### config.mk
export PLATFORM = sky130hd
export DESIGN_NAME = branch_unit
export DESIGN_NICKNAME = d
export VERILOG_FILES = /design/src/rtl/branch_unit.sv
export SDC_FILE = /design/constraint.sdc
export NUM_CORES = 1
export LEC_CHECK = 0
export ABC_CLOCK_PERIOD_IN_PS = 3200
export CAP_MARGIN = 20
export CORE_MARGIN = 2
export CORE_UTILIZATION = 30
export CTS_BUF_LIST = sky130_fd_sc_hd__clkbuf_4 sky130_fd_sc_hd__clkbuf_8 sky130_fd_sc_hd__clkbuf_16
export DETAILED_ROUTE_END_ITERATION = 10
export PLACE_DENSITY = 0.58
export SLEW_MARGIN = 20
export SYNTH_ARGS = -nofsm -noshare
export SYNTH_HDL_FRONTEND = slang
export SYNTH_SLANG_ARGS = --single-unit
### constraint.sdc
create_clock -name clk -period 3.2 [get_ports clk]
set_clock_uncertainty 0.1 [all_clocks]
set_input_delay 0.64 -clock clk [delete_from_list [all_inputs] [get_ports clk]]
set_output_delay 0.64 -clock clk [all_outputs]
set_load 0.02 [all_outputs]
### src/rtl/branch_unit.sv
// Branch resolution unit: evaluates a compare condition, registers the
// resolved direction with its prediction, and counts resolved and
// mispredicted branches at the output handshake.
// Optional feature macro: BRANCH_UNIT_PREDICT_EN compiles in a table of
// 2-bit saturating counters that supplies the prediction. Without it the
// prediction is constant 0, so every taken branch counts as mispredicted.
module branch_unit #(
  parameter int WIDTH = 32,
  parameter int IDX_W = 4
) (
  input  logic             clk,
  input  logic             rst_n,
  input  logic             in_valid,
  output logic             in_ready,
  input  logic [2:0]       in_op,
  input  logic [WIDTH-1:0] in_a,
  input  logic [WIDTH-1:0] in_b,
  input  logic [IDX_W-1:0] in_idx,
  input  logic             flush,
  output logic             out_valid,
  input  logic             out_ready,
  output logic             out_taken,
  output logic             out_pred,
  output logic             out_mispred,
  output logic             out_illegal,
  output logic [IDX_W-1:0] out_idx,
  output logic [15:0]      br_cnt,
  output logic [15:0]      mp_cnt
);

  localparam int DEPTH = 1 << IDX_W;

  // Resolve a condition code; returns {illegal, taken}.
  function automatic logic [1:0] resolve(input logic [2:0]       op,
                                         input logic [WIDTH-1:0] a,
                                         input logic [WIDTH-1:0] b);
    logic signed [WIDTH-1:0] sa;
    logic signed [WIDTH-1:0] sb;
    logic                    t;
    logic                    ill;
    sa  = $signed(a);
    sb  = $signed(b);
    t   = 1'b0;
    ill = 1'b0;
    case (op)
      3'b000:  t = (a == b);
      3'b001:  t = (a != b);
      3'b010:  t = (a < b);
      3'b011:  t = (a <= b);
      3'b100:  t = (sa < sb);
      3'b101:  t = (sa >= sb);
      3'b110:  t = (a >= b);
      default: begin
        t   = 1'b0;
        ill = 1'b1;
      end
    endcase
    return {ill, t};
  endfunction

  // 16-bit event counter increment that sticks at all-ones.
  function automatic logic [15:0] sat_inc16(input logic [15:0] v);
    return (v == 16'hFFFF) ? v : v + 16'd1;
  endfunction

  // 2-bit predictor counter step, saturating at 00 and 11.
  function automatic logic [1:0] sat_ctr(input logic [1:0] c, input logic up);
    logic [1:0] r;
    r = c;
    if (up && c != 2'b11)
      r = c + 2'b01;
    else if (!up && c != 2'b00)
      r = c - 2'b01;
    return r;
  endfunction

  logic             vld_p1;
  logic             taken_p1;
  logic             pred_p1;
  logic             ill_p1;
  logic [IDX_W-1:0] idx_p1;
  logic [15:0]      br_q;
  logic [15:0]      mp_q;
  logic             accept;
  logic             fire;
  logic             pred_rd;
  logic [1:0]       res_p0;

  assign in_ready = !flush && (!vld_p1 || out_ready);
  assign accept   = in_valid && in_ready;
  assign fire     = vld_p1 && out_ready && !flush;
  assign res_p0   = resolve(in_op, in_a, in_b);

`ifdef BRANCH_UNIT_PREDICT_EN
  logic [1:0] tbl [DEPTH];

  // Prediction is the counter MSB, read before any same-cycle training write.
  assign pred_rd = tbl[in_idx][1];

  // Train the entry of each result as it leaves the unit.
  always_ff @(posedge clk or negedge rst_n) begin
    if (!rst_n) begin
      for (int i = 0; i < DEPTH; i++)
        tbl[i] <= 2'b01;
    end else if (fire) begin
      tbl[idx_p1] <= sat_ctr(tbl[idx_p1], taken_p1);
    end
  end
`else
  assign pred_rd = 1'b0;
`endif

  // ---- stage p0 -> p1: single output register with valid/ready handshake
  always_ff @(posedge clk or negedge rst_n) begin
    if (!rst_n) begin
      vld_p1   <= 1'b0;
      taken_p1 <= 1'b0;
      pred_p1  <= 1'b0;
      ill_p1   <= 1'b0;
      idx_p1   <= '0;
    end else if (flush) begin
      vld_p1 <= 1'b0;
    end else if (accept) begin
      vld_p1   <= 1'b1;
      taken_p1 <= res_p0[0];
      ill_p1   <= res_p0[1];
      pred_p1  <= pred_rd;
      idx_p1   <= in_idx;
    end else if (fire) begin
      vld_p1 <= 1'b0;
    end
  end

  // Count every result that leaves the unit; flushed results never fire.
  always_ff @(posedge clk or negedge rst_n) begin
    if (!rst_n) begin
      br_q <= 16'd0;
      mp_q <= 16'd0;
    end else if (fire) begin
      br_q <= sat_inc16(br_q);
      if (taken_p1 ^ pred_p1)
        mp_q <= sat_inc16(mp_q);
    end
  end

  assign out_valid   = vld_p1;
  assign out_taken   = taken_p1;
  assign out_pred    = pred_p1;
  assign out_mispred = taken_p1 ^ pred_p1;
  assign out_illegal = ill_p1;
  assign out_idx     = idx_p1;
  assign br_cnt      = br_q;
  assign mp_cnt      = mp_q;

endmodule

Word-level counts from Yosys, hierarchy flattened
Index checks and enable logic that the tools add are counted.
W data, S select, Z words.
{ "word_totals": {"elab_cells": 44, "register_bits": 39, "out_inout_bits": 42} }
{ "op_classes": {"n_mux": 5, "eq_ne": 10, "order_cmp": 5, "n_reduce_logical": 13, "add_sub_neg": 2, "bitwise": 3} }
{ "ops": {"columns": ["cell", "n"], "rows": [
  ["$ge A32 B32 Y1", 2],
  ["$lt A32 B32 Y1", 2],
  ["$add A16 B1 Y16 const B", 2],
  ["$eq A16 B16 Y1 const B", 2],
  ["$eq A32 B32 Y1", 1],
  ["$le A32 B32 Y1", 1],
  ["$ne A32 B32 Y1", 1],
  ["$eq A3 B3 Y1 const B", 3],
  ["$pmux W1 S7", 1],
  ["$reduce_or A7 Y1", 1],
  ["$eq A3 B2 Y1 const B", 2],
  ["$logic_and A1 B1 Y1", 4],
  ["$mux W1", 4],
  ["$reduce_and A2 Y1", 2],
  ["$eq A3 B1 Y1 const B", 1],
  ["$logic_not A3 Y1", 1],
  ["$not A1 Y1", 3],
  ["$reduce_and A3 Y1", 1],
  ["$reduce_bool A3 Y1", 1],
  ["$logic_not A1 Y1", 2],
  ["$logic_or A1 B1 Y1", 1]
]} }

Depth between registers and ports, before layout
{ "logic_depth": {"depth_word": 6, "mapped_depth": 10, "ltp_nobuf": 10} }

Worst setup path after synthesis
Ideal clock, no wire load.
{ "synth_timing": {"kind": "input -> register", "start": "input in_b[7]", "end": "register taken_p1, in the netlist out_taken", "setup_slack_ps": 537, "required_time_ps": 2990, "t_arrival_ps": 2452, "cell_stages": 10, "setup_time_ps": 110, "path_cell_list": "inv_1 -> ha_1 -> a21oi_1 -> o221ai_1 -> o21a_1 -> o311a_1 -> or2_2 -> o21ai_0 -> a21oi_1 -> o41ai_1"} }
{ "synth_via": {"elab_chain_cells": 2, "word_cells_on_any_way": 8} }
{ "synth_rtl": {"columns": ["element", "line", "text"], "rows": [
  ["from (decl)", "17", "input logic [WIDTH-1:0] in_b,"],
  ["$ge A32 B32 Y1 (tied with other cells)", "52", "3'b110: t = (a >= b);"],
  ["$pmux W1 S7 (*)", "45", "case (op)"],
  ["to (signal assigned)", "125", "taken_p1 <= res_p0[0];"],
  ["to (decl)", "78", "logic taken_p1;"]
]} }
Every way passes the cells marked *; elsewhere a longest branch is shown, timed or not.
A chain may end at the register's enable or synchronous reset.

Worst setup path after layout
Same ends and word-level chain as after synthesis.

==> metrics <==
status completed; Leak 1.845 nW; Row Count 33; syn avg cell area 9.348 µm²; CP Class in -> reg; post-DR vias/cell approximately 4.7; CTS Buf Count 5; peak supply drop ~280 µV; slew margin rel. 0.4154; Skew-Pair Late Insertion Delay approximately 0.29 ns; crit end category register; root buffer cell clkbuf_8; Die Area between 0.009 and 0.01 mm²; H-tree lvl count 2; CTS tree yes; Req. time, crit path 3.29 ns; via count approximately 2.4k; Nets 510; vias in the first global route between 2k and 2.5k; CTS Buffer Depth 2; Int Pwr just over 1 mW; PnR Total Power approximately 1.5 mW; Pins Over Slew Limit 0; Initial DRC Count 75; detailed placement HPWL about 5.3 mm; cell area power density roughly 370 mW/mm²; Wirelength per Cell ~13 µm; die height between 90 and 100 µm; diode count 0; GRT Residual Overflow 0; clock sink count 39; unrepaired setup endpoints after global routing no; DRC errors left 0; Final setup viols 0; layout filler cell count between 700 and 800; IO Pins 118; Starting Density 0.3131; final hold violation count 0; core box area between 0.008 and 0.009 mm²; Sw Ratio 0.3026; Seq pwr share 0.407; Clk pwr share 0.279; crit path DAT 3.11 ns; Mapped Cells 278; Syn Nets 388; sequential cell area fraction in the yosys report 0.3755; Hold-fix buffers, CTS 0; post-CTS sizing 0; minimum clock period 3.016 ns; number of port buffers 116; CP max FO 4; 1st-pass router iterations 4; DRT Wirelength 6.728 mm; Max Clk Rate 0.3316 GHz; Slew @ Worst Pin ~0.88 ns; post-synth cell types 38; clock slew at reported path FFs roughly 0.080 ns; pin count of the biggest net entering global routing 40; fin util 0.4833; Area growth, synth to finish 54.36%; #FFs+latches synth 39; share of cells above drive strength 1 0.06234; cell area after synthesis approximately 0.0026 mm²; Total GRT Usage 0.1429; fin crit share 0.9424; Die Wd between 90 and 100 µm; initial antenna violation count 0; Syn. warnings 0; Final Wtd Congestion 0.8519; Switching Power 449.3 µW; first-pass GRT wire length ~11 mm; Post-CTS Setup Bufs 0; Hold Crit Class in -> async; post-route ant nets 0; combinational power share 0.314; CP Launch Type primary input; max_cap viols 0
==> routing by layer <==
layer	up-vias	GRT usage	routed length, µm
met4	0	0.02817	72
li1	1196	-	-
met1	1064	0.2021	3308
met2	97	0.2244	2914
met5	-	0	0
met3	7	0.03381	432
==> logic make-up (layout without fill, tap and decap cells) <==
kind of cell | count (synthesis) | in the layout | synth area share
AO/OA/AOI/OAI | 38 | 38 | 0.09774
XOR/XNOR | 30 | 30 | 0.1011
adder cells (fa/ha/maj) | 34 | 34 | 0.1637
buffers and inverters | 38 | 161 | 0.06066
flip-flops | 39 | 39 | 0.3755
multiplexers | 6 | 6 | 0.02600
other | 1 | 1 | 0.001443
AND/OR/NAND/NOR | 92 | 92 | 0.1738
==> registers in the layout, summed over array words and instances, names as in the netlist <==
name,count
br_cnt,16
mp_cnt,16
out_idx,4
out_illegal,1
out_taken,1
out_valid,1
==> power groups by stage <==
stage | Sequential, mW | Combinational [mW] | Clock [mW]
3_3_place_gp | 0.614 | 0.461 | 0
2_1_floorplan | 0.666 | 0.154 | 0
5_1_grt | 0.615 | 0.514 | 0.454
4_1_cts | 0.605 | 0.470 | 0.430
6_report | 0.604 | 0.467 | 0.414
3_5_place_dp | 0.613 | 0.467 | 0
==> stage by stage <==
step | hold WS (ns) | setup TNS [ns] | cells | cell area, µm² | setup slack (ns)
finish | 0.3652 | 0 | 506 | 4011 | 0.1843
global route | 0.4145 | 0 | 506 | 4011 | 0.06737
CTS | 0.3932 | 0 | 506 | 3991 | 0.1699
detailed placement | 0.3761 | -0.1150 | 498 | 3879 | -0.1150
global placement | 0.3672 | -0.04797 | 498 | 3879 | -0.04797
floorplan | 0.2444 | 0 | 278 | 2599 | 0.5375
==> placed cells by master (no fill, tap or decap), types with 3 or more instances in the layout <==
master | synthesis | routed
a21oi_1 | 17 | 17
and3_1 | 5 | 5
and4_1 | 3 | 3
buf_4 | 2 | 3
clkbuf_8 | 0 | 5
clkdlybuf4s50_1 | 0 | 115
dfrtp_1 | 39 | 39
ha_1 | 34 | 34
inv_1 | 34 | 34
mux2_2 | 6 | 6
nand2_1 | 30 | 30
nand3_1 | 12 | 12
nand4_1 | 13 | 13
nor2_1 | 18 | 18
o21ai_0 | 6 | 6
xnor2_1 | 22 | 22
xor2_1 | 8 | 8
==> Yosys cell counts <==
| library cell | number | area share |
|---|---|---|
| a211oi_1 | 2 | 0.0058 |
| a21boi_0 | 1 | 0.0029 |
| a21o_1 | 1 | 0.0029 |
| a21oi_1 | 17 | 0.033 |
| a22oi_1 | 1 | 0.0029 |
| a311oi_4 | 1 | 0.010 |
| and2_1 | 1 | 0.0024 |
| and2_2 | 1 | 0.0029 |
| and3_1 | 5 | 0.012 |
| and3_4 | 1 | 0.0043 |
| and4_1 | 3 | 0.010 |
| buf_1 | 1 | 0.0014 |
| buf_4 | 2 | 0.0058 |
| buf_6 | 1 | 0.0043 |
| conb_1 | 1 | 0.0014 |
| dfrtp_1 | 39 | 0.38 |
| ha_1 | 34 | 0.16 |
| inv_1 | 34 | 0.049 |
| mux2_2 | 6 | 0.026 |
| nand2_1 | 30 | 0.043 |
| nand2b_1 | 1 | 0.0024 |
| nand3_1 | 12 | 0.023 |
| nand4_1 | 13 | 0.031 |
| nor2_1 | 18 | 0.026 |
| nor2b_1 | 2 | 0.0048 |
| nor3_1 | 2 | 0.0039 |
| nor4_1 | 2 | 0.0048 |
| o211a_1 | 1 | 0.0039 |
| o211ai_1 | 2 | 0.0058 |
| o21a_1 | 2 | 0.0058 |
| o21ai_0 | 6 | 0.012 |
| o21bai_1 | 1 | 0.0029 |
| o221ai_1 | 1 | 0.0034 |
| o311a_1 | 1 | 0.0039 |
| o41ai_1 | 1 | 0.0034 |
| or2_2 | 1 | 0.0024 |
| xnor2_1 | 22 | 0.074 |
| xor2_1 | 8 | 0.027 |
==> final timing paths <==
kind / from / end / slack [ns] / cells past startpoint
worst max-delay path: in_b[7] / out_taken$_DFFE_PN0P_ / 0.18 / 11
worst min-delay path: rst_n / br_cnt[6]$_DFFE_PN0P_ / 0.37 / 1
worst max register to register: br_cnt[6]$_DFFE_PN0P_ / br_cnt[11]$_DFFE_PN0P_ / 0.59 / 8
worst min register to register: out_illegal$_DFFE_PN0P_ / out_illegal$_DFFE_PN0P_ / 0.39 / 2
max in group asynchronous: rst_n / out_idx[2]$_DFFE_PN0P_ / 2.09 / 1
min in group clk: out_illegal$_DFFE_PN0P_ / out_illegal$_DFFE_PN0P_ / 0.39 / 2
==> worst max-delay path, stage by stage <==
cell	delay, ns
clkdlybuf4s50_1	0.46
inv_1	0.04
ha_1	0.29
a21oi_1	0.16
o221ai_1	0.13
o21a_1	0.19
o311a_1	0.33
or2_2	0.31
o21ai_0	0.18
a21oi_1	0.10
o41ai_2	0.28
==> layout make-up <==
class                   count  area [µm²]  share of cell area
inverters                  34       127.6             0.03182
clock inverters             3       43.79             0.01092
clock buffers               5       68.82             0.01716
well taps                 105       131.4             0.03275
multi-input cells         201        1485              0.3702
repair buffers            119        1179              0.2938
flip-flops and latches     39       975.9              0.2433
(Power assumes the default switching activity.)
